`config.mk`:
```
export PLATFORM = sky130hd
export DESIGN_NAME = cdb_arbiter
export DESIGN_NICKNAME = d
export VERILOG_FILES = /design/src/rtl/cdb_arbiter.sv
export SDC_FILE = /design/constraint.sdc
export NUM_CORES = 1
export LEC_CHECK = 0
export CORE_MARGIN = 3
export CORE_UTILIZATION = 25
export CTS_BUF_LIST = sky130_fd_sc_hd__clkbuf_4
export DETAILED_ROUTE_END_ITERATION = 7
export GPL_TIMING_DRIVEN = 0
export HOLD_SLACK_MARGIN = 0.1
export PLACE_DENSITY = 0.58
export SYNTH_ARGS = -nofsm -noshare
export SYNTH_HDL_FRONTEND = slang
export SYNTH_SLANG_ARGS = --single-unit
```
`constraint.sdc`:
```
create_clock -name clk -period 2.23 [get_ports clk]
set_clock_uncertainty 0.2 [all_clocks]
set_input_delay 0.446 -clock clk [delete_from_list [all_inputs] [get_ports clk]]
set_output_delay 0.446 -clock clk [all_outputs]
set_load 0.01 [all_outputs]
```
`src/rtl/cdb_arbiter.sv`:
```
// Common data bus arbiter: one-entry result buffer per execution lane, round-robin
// selection of one buffered result per cycle onto a registered broadcast bus.
module cdb_arbiter #(
  parameter int NUM_REQ    = 3,
  parameter int PR_WIDTH   = 6,
  parameter int ROB_WIDTH  = 4,
  parameter int DATA_WIDTH = 32
) (
  input  logic                            clk,
  input  logic                            rst,
  input  logic                            flush,
  input  logic [NUM_REQ-1:0]              req_valid,
  output logic [NUM_REQ-1:0]              req_ready,
  input  logic [NUM_REQ*PR_WIDTH-1:0]     req_pdest,
  input  logic [NUM_REQ*ROB_WIDTH-1:0]    req_rob_idx,
  input  logic [NUM_REQ*DATA_WIDTH-1:0]   req_data,
  output logic                            cdb_valid,
  output logic [PR_WIDTH-1:0]             cdb_pdest,
  output logic [ROB_WIDTH-1:0]            cdb_rob_idx,
  output logic [DATA_WIDTH-1:0]           cdb_data,
  output logic                            cdb_regf_we,
  output logic [1:0]                      cdb_src
);

  localparam int PTR_W = (NUM_REQ > 1) ? $clog2(NUM_REQ) : 1;

  logic [NUM_REQ-1:0]    held;
  logic [NUM_REQ-1:0]    grant;
  logic [NUM_REQ-1:0]    accept;
  logic [PR_WIDTH-1:0]   pdest_q [NUM_REQ];
  logic [ROB_WIDTH-1:0]  rob_q   [NUM_REQ];
  logic [DATA_WIDTH-1:0] data_q  [NUM_REQ];
  logic [PTR_W-1:0]      rr_ptr;
  logic [PTR_W-1:0]      rr_next;
  logic                  found;
  logic [PR_WIDTH-1:0]   sel_pdest;
  logic [ROB_WIDTH-1:0]  sel_rob;
  logic [DATA_WIDTH-1:0] sel_data;
  logic [1:0]            sel_src;

  // k is the distance from rr_ptr; lane i sits at distance k when rr_ptr+k wraps onto i.
  always_comb begin
    grant = '0;
    found = 1'b0;
    for (int k = 0; k < NUM_REQ; k++) begin
      for (int i = 0; i < NUM_REQ; i++) begin
        if (!found && held[i] &&
            ((int'(rr_ptr) + k == i) || (int'(rr_ptr) + k == i + NUM_REQ))) begin
          grant[i] = 1'b1;
          found    = 1'b1;
        end
      end
    end
  end

  always_comb begin
    sel_pdest = '0;
    sel_rob   = '0;
    sel_data  = '0;
    sel_src   = '0;
    rr_next   = rr_ptr;
    for (int i = 0; i < NUM_REQ; i++) begin
      if (grant[i]) begin
        sel_pdest = pdest_q[i];
        sel_rob   = rob_q[i];
        sel_data  = data_q[i];
        sel_src   = 2'(i);
        rr_next   = (i == NUM_REQ - 1) ? '0 : PTR_W'(i + 1);
      end
    end
  end

  assign req_ready = flush ? '0 : (~held | grant);
  assign accept    = req_valid & req_ready;

  always_ff @(posedge clk or negedge rst) begin
    if (!rst) begin
      held        <= '0;
      rr_ptr      <= '0;
      cdb_valid   <= 1'b0;
      cdb_regf_we <= 1'b0;
      cdb_pdest   <= '0;
      cdb_rob_idx <= '0;
      cdb_data    <= '0;
      cdb_src     <= '0;
      for (int i = 0; i < NUM_REQ; i++) begin
        pdest_q[i] <= '0;
        rob_q[i]   <= '0;
        data_q[i]  <= '0;
      end
    end else if (flush) begin
      held        <= '0;
      cdb_valid   <= 1'b0;
      cdb_regf_we <= 1'b0;
    end else begin
      // A granted lane may refill on the same edge it drains.
      for (int i = 0; i < NUM_REQ; i++) begin
        if (accept[i]) begin
          held[i]    <= 1'b1;
          pdest_q[i] <= req_pdest[i*PR_WIDTH +: PR_WIDTH];
          rob_q[i]   <= req_rob_idx[i*ROB_WIDTH +: ROB_WIDTH];
          data_q[i]  <= req_data[i*DATA_WIDTH +: DATA_WIDTH];
        end else if (grant[i]) begin
          held[i] <= 1'b0;
        end
      end
      if (found) begin
        cdb_valid   <= 1'b1;
        cdb_regf_we <= |sel_pdest;
        cdb_pdest   <= sel_pdest;
        cdb_rob_idx <= sel_rob;
        cdb_data    <= sel_data;
        cdb_src     <= sel_src;
        rr_ptr      <= rr_next;
      end else begin
        cdb_valid   <= 1'b0;
        cdb_regf_we <= 1'b0;
      end
    end
  end

endmodule

```
==> out/metrics.yaml <==
worst_setup_path:
  worstPathRequired_ns: 1.58
  worstSetupEndpointType: "primary output"
  r2r-start: "rr_ptr[1]$_DFFE_PN0P_"
  r2r_cells: 9
  r2r_slack_ns: -0.32
  crit_start: "rr_ptr[1]$_DFFE_PN0P_"
  worstSetupPathType: "flop to primary output"
  cp_max_fo: 6
  cp.arrival_ns: 2.02
  regToRegEndpoint: "cdb_regf_we$_DFF_PN0_"
  crit_path_start_kind: "flop"
  crit_end: "req_ready[1]"
global_routing:
  grt_pass1_wl_um: 36600
  grt_max_degree: 100
  grt_pass1_vias: 5792
  grt_use_total_pct: 14.7
  overflow: 0
  antenna_found_initial: 5
timing:
  fmax_ghz: 0.375
  worst_pin_slew_ns: 0.786
  min_period_ns: 2.67
  whs_ns: 0.267
  drv_slew: 0
  setup_viol: 175
  relSlewSlack_pct: 47.6
  rsz0062_at_grt: "yes"
  fin_setup_tns_ns: -23.24
  period_share_pct: 120
  fin_ws_ns: -0.436
  hold_viol_final: 0
logic_synthesis:
  synthAdderAreaFrac_pct: 0.329
  synth_nets: 663
  synth_xor_area_share_pct: 0
  synth-seq-cells: 177
  synth_compound_area_share_pct: 10.8
  synth_cell_types: 43
  ys_seq_area_share_pct: 58.2
  synth_area_per_cell_um2: 14.4
  muxShareOfSynthArea_pct: 22.6
  syn_inst: 529
  synthSimpleGateAreaFrac_pct: 4.26
  yosysWarnings: 0
  synth_top_family_by_area: "multiplexers"
  synthesis.area_mm2: 0.00760
power:
  power_density_mw_per_mm2: 1130
  power_w: 0.0129
  leakage_nw: 5.20
  ir_worst_vdd_uv: 420
clock_tree:
  cts_root_buffer: "clkbuf_4"
  htreeDepth: 4
  insertion_delay_ns: 0.56
  path_clk_slew_ns: 0.17
  cts_tree: "done"
  cts.sink_count: 177
  clockBufferDepth: 2
  numCtsBuffers: 17
final_layout:
  nNetsFinal: 914
  synthToLayoutAreaGrowth_pct: 50.2
  layout-drive-gt1-share_pct: 31.1
  fillerInstances: 2832
die:
  io_pins: 181
  initial_core_util_pct: 25.5
  core_area_mm2: 0.0298
  fp-row-count: 63
  die_area_mm2: 0.0325
  die_y_um: 180
  die_width_um: 180
drt:
  dr.pass1.iters: 8
  vias_per_cell: 4.56
  ant_nets: 0
  wl_met3_um: 1330
  wl_per_cell_um: 20.6
  drtIter0Drc: 364
  wl_met2_um: 11600
  top_layer_used: "met5"
  postRouteWirelength_um: 24400
  met1Wirelength_um: 11200
  vias: 5400
  drcViolationCount: 0
worst_hold_path:
  hold_path_class: "input port to flop"
place:
  gp_congestion: 0.725
  portBuffers: 180
  dp_hpwl_um: 15700
status:
  run_status: "complete, but fails checks"
  violations: "negative setup slack"
flow_run:
  max_cap_viol_count: 0
==> per-layer routing <==
layer	GRT usage [%]	vias to the layer above
li1	-	2472
met1	20.1	2732
met2	23.7	169
met3	4.26	19
met4	2.70	8
met5	0	-
==> worst min path at each step <==
| stage | from | endpoint | slack [ns] | cells past startpoint |
|---|---|---|---|---|
| after floorplan | rst | cdb_data[0]$_DFFE_PN0P_ | -0.05 | 0 |
| after global placement | cdb_pdest[4]$_DFFE_PN0P_ | cdb_pdest[4]$_DFFE_PN0P_ | 0.27 | 2 |
| after detailed placement | cdb_pdest[4]$_DFFE_PN0P_ | cdb_pdest[4]$_DFFE_PN0P_ | 0.26 | 2 |
| after CTS | req_data[25] | data_q[89]$_DFFE_PN0P_ | 0.20 | 2 |
| after global routing | req_data[22] | data_q[86]$_DFFE_PN0P_ | 0.19 | 2 |
| final | req_data[7] | data_q[71]$_DFFE_PN0P_ | 0.27 | 2 |
==> cell usage after synthesis (all sizes together) <==
| master | instances | area share (%) |
|---|---|---|
| clkbuf | 16 | 0.81 |
| a222oi | 37 | 4.9 |
| a32oi | 1 | 0.36 |
| nand2b | 2 | 0.16 |
| inv | 4 | 0.20 |
| a31o | 2 | 0.23 |
| a211o | 2 | 0.23 |
| buf | 23 | 2.8 |
| o22a | 2 | 0.23 |
| nor3 | 2 | 0.13 |
| nor2 | 4 | 0.20 |
| mux2 | 126 | 23 |
| a221o | 2 | 0.26 |
| or2 | 2 | 0.16 |
| o21ba | 1 | 0.13 |
| or3 | 1 | 0.082 |
| and2 | 4 | 0.36 |
| o21ai | 42 | 2.8 |
| nor2b | 2 | 0.20 |
| a31oi | 2 | 0.16 |
| a21oi | 8 | 0.63 |
| dfrtp | 177 | 58 |
| o2111a | 1 | 0.15 |
| a32o | 1 | 0.13 |
| a22oi | 2 | 0.20 |
| o2111ai | 1 | 0.20 |
| a41oi | 1 | 0.12 |
| ha | 2 | 0.33 |
| nand3 | 4 | 0.26 |
| o2bb2ai | 1 | 0.12 |
| nand2 | 54 | 2.7 |
==> cell type report <==
type | instances | area (µm²) | share of cell area [%]
antenna | 1 | 2.50 | 0.0219
buffer | 37 | 499 | 4.37
clock buffer | 19 | 143 | 1.25
clock inverter | 13 | 246 | 2.16
inverter | 4 | 15.0 | 0.131
multi-input combinational | 309 | 3020 | 26.4
sequential | 177 | 4430 | 38.8
tap | 390 | 488 | 4.27
timing repair buffer | 234 | 2580 | 22.6
==> critical path: stages (launching register included) <==
cell	delay, ns
dfrtp_2	0.48
ha_4	0.28
or2_4	0.25
a32oi_4	0.21
a21oi_2	0.09
buf_2	0.15
==> layout by cell type, fill, tap and decap left out, types with 4 or more instances in the layout <==
cell | synthesis | layout
a21oi_1 | 6 | 5
a222oi_1 | 37 | 37
buf_12 | 4 | 25
buf_2 | 12 | 7
buf_4 | 0 | 22
buf_6 | 6 | 13
buf_8 | 0 | 7
bufinv_16 | 0 | 6
clkbuf_16 | 0 | 7
clkbuf_2 | 1 | 4
clkbuf_4 | 0 | 21
clkdlybuf4s50_1 | 0 | 146
dfrtp_1 | 177 | 175
dlygate4sd2_1 | 0 | 9
dlymetal6s2s_1 | 0 | 21
mux2_1 | 36 | 32
mux2_2 | 10 | 10
mux2_4 | 80 | 84
nand2_1 | 53 | 51
nand3_1 | 4 | 4
nor2_1 | 4 | 4
o21ai_1 | 20 | 37
==> state kept, by name, summed over array words and instances (netlist names) <==
name / cells
rr_ptr: 2
data_q: 96
cdb_regf_we: 1
cdb_rob_idx: 4
pdest_q: 18
cdb_pdest: 6
cdb_data: 32
rob_q: 12
held: 3
cdb_valid: 1
cdb_src: 2
==> stage by stage <==
step	util, %	cell area, µm²	setup slack, ns	instances
after floorplan	-	7650	-0.112	529
after global placement	33.3	9940	-7.30	1099
after detailed placement	33.5	9970	-0.992	1100
after CTS	37.3	11100	-0.509	1164
after global routing	38.3	11400	-0.575	1184
final	38.3	11400	-0.436	1184
==> power breakdown <==
part	leakage [nW]	switching [W]	internal, W
logic	2.85	0.00243	0.00315
clock network	0.206	0.00123	0.00117
registers	2.14	0.000656	0.00427
total	5.20	0.00432	0.00860
==> timing repair <==
action / 4_1_cts / 5_1_grt
cloned: 9 / 6
pin swaps: 44 / 16
hold buffers: 1 / 0
endpoints found under the hold margin: 98 / 0
resized for setup: 135 / 49
buffers inserted: 23 / 19
endpoints found under the setup margin: 186 / 200
==> cells by family after synthesis <==
kind of cell / after synthesis
AOI/OAI and AO/OA: 106
muxes: 126
DFF: 177
adders and majority gates: 2
buffers and inverters: 43
and+or+nand+nor: 75
Note: power is estimated with default switching activity, not from simulation.
==> RTL edit: new RTL, config.mk and constraints unchanged <==
Make the reset (`rst`) synchronous in one clocked block.
--- a/src/rtl/cdb_arbiter.sv
+++ b/src/rtl/cdb_arbiter.sv
@@ -74,5 +74,5 @@
   assign accept    = req_valid & req_ready;
 
-  always_ff @(posedge clk or negedge rst) begin
+  always_ff @(posedge clk) begin
     if (!rst) begin
       held        <= '0;
Check against the original RTL: differs if rst is asserted again (counterexample within 4 cycles, from zero or initial values and one cycle with rst low); with rst held inactive, the same outputs for 4 cycles.
==> RTL edit against the unedited design <==
The run ends with DRC, setup timing left; setup slack lost 0.026 ns; die area shrank 4.1%; critical path depth grew 2; wire length grew 17%; count of clock-buffer cells in the layout is the same; synthesized area shrank 4.2%; design area grew 1.8%; sequential cell count is the same; critical path type unchanged; largest cell class unchanged.
Power is not compared: it rests on default switching activity, and its combinational part moved more than twofold at a synthesized area within 25%.
==> RTL edit: results (changes against the unedited design) <==
outcome:
  status: "complete, but fails checks"  # unchanged
  violations: "DRC, setup timing"  # was setup timing
global_routing:
  number_of_antenna_violations_at_the_first_check_in_global_routing: 1  # was 5
  grt_start_max_net_pins: 24  # was 100
  grt_util_all_layers: 0.177  # was 0.147
  grt_pass1_vias: 6147  # was 5,792
  wire_length_of_the_first_global_routing_pass_um: 40300  # was 36,600 um
logic_synthesis:
  asyncSetResetFlopFracSynth: 0  # was 1.00
  synth_cell_types: 35  # was 43
  synth_edf_count: 126  # was 0
  yosysTopAreaCellShare: 0.520  # was 0.582
  synth_top_cells_by_area: "edfxtp_1 52%, dfxtp_1 14%, and3_1 11%"  # was dfrtp_1 58%, mux2_4 16%, mux2_1 5.3%
  ys_top_cells_by_count: "126 x and3_1, 126 x edfxtp_1, 54 x nand2_1, 51 x dfxtp_1"  # was 177 x dfrtp_1, 80 x mux2_4, 53 x nand2_1, 37 x a222oi_1, 36 x mux2_1
  synthesis.nets: 689  # was 663
  postSynthAreaPerCell_um2: 13.1  # was 14.4 um2
  synth_seq_area_share: 0.660  # was 0.582
worst_setup_path:
  arrival_ns: 2.05  # was 2.02 ns
  slowest_delay_ns: 0.40  # was 0.48 ns
  cp_max_fo: 5  # was 6
  critical_path.top_delay_family: "flip-flops"  # unchanged
  critical_path_slowest_stage_cell: "dfxtp_4"  # was dfrtp_2
  rr_worst_depth: 11  # was 9
drt:
  total_routed_length_um: 28600  # was 24,400 um
  detail_route.iter0.violations: 600  # was 364
  drc_errors: 3  # was 0
  post_drt_via_cell_ratio: 4.98  # was 4.56
  wl_per_cell_um: 23.8  # was 20.6 um
clock_network:
  ctsResizeCount: 173  # was 135
  clk_pin_slew_ns: 0.15  # was 0.17 ns
  post-cts-setup-buffers: 21  # was 23
min_path:
  min-delay-path-class: "reg2reg"  # was in2reg
placement:
  dp_cells: 1113  # was 1,100
  place_congestion: 0.752  # was 0.725
  dp_hpwl_um: 17300  # was 15,700 um
  dpl_worst_slack_ns: -1.33  # was -0.992 ns
  placed_instance_area_mm2: 0.00967  # was 0.00997 mm2
layout:
  n_all_inverters: 5  # was 4
  area_growth_syn_to_layout_pct: 59.7  # was 50.2%
  comb.multi_input.count: 334  # was 309
  num-nets-final: 944  # was 914
  seq-cell-share: 0.415  # was 0.388
  layout.clock.cell_area_share: 0.0254  # was 0.0341
  buf_share: 0.248  # was 0.270
  non_clock_buffer_count: 275  # was 271
  final.fill_count: 2668  # was 2,832
  layout-drive-gt1-share: 0.292  # was 0.311
  share_of_cell_area_taken_by_multi_input_logic_gates: 0.269  # was 0.264
timing:
  fin_ws_ns: -0.463  # was -0.436 ns
  final_count_of_negative_setup_slack_endpoints: 245  # was 175
  final.setup.tns_ns: -58.05  # was -23.24 ns
  worst_slew_margin_rel: 0.443  # was 0.476
floorplanning:
  design.core.area_mm2: 0.0282  # was 0.0298 mm2
==> RTL edit: worst paths after layout <==
kind | slack (ns) | to | start
worst max-delay path | -0.46 | req_ready[2] | rr_ptr[0]
worst min-delay path | 0.28 | cdb_src[0] | cdb_src[0]
worst max register to register | -0.42 | data_q[0][36] | rr_ptr[0]
worst min register to register | 0.28 | cdb_src[0] | cdb_src[0]
==> RTL edit: per-layer routing <==
layer / vias to the layer above / share of wire / global-route usage
met3: 14 / 0.058 / 0.0283
met4: 0 / 0.010 / 0.0412
met5: - / 0 / 0
met2: 249 / 0.49 / 0.289
li1: 2732 / - / -
met1: 2985 / 0.44 / 0.248
==> RTL edit: kinds of logic (layout without fill, tap and decap cells) <==
group / count (synthesis) / count (layout) / synth area share
AND/OR/NAND/NOR: 207 / 224 / 0.157
other: 0 / 1 / 0
flip-flops: 177 / 177 / 0.660
AO/OA/AOI/OAI: 108 / 108 / 0.141
buffers and inverters: 61 / 312 / 0.0383
adder cells (fa/ha/maj): 2 / 2 / 0.00344
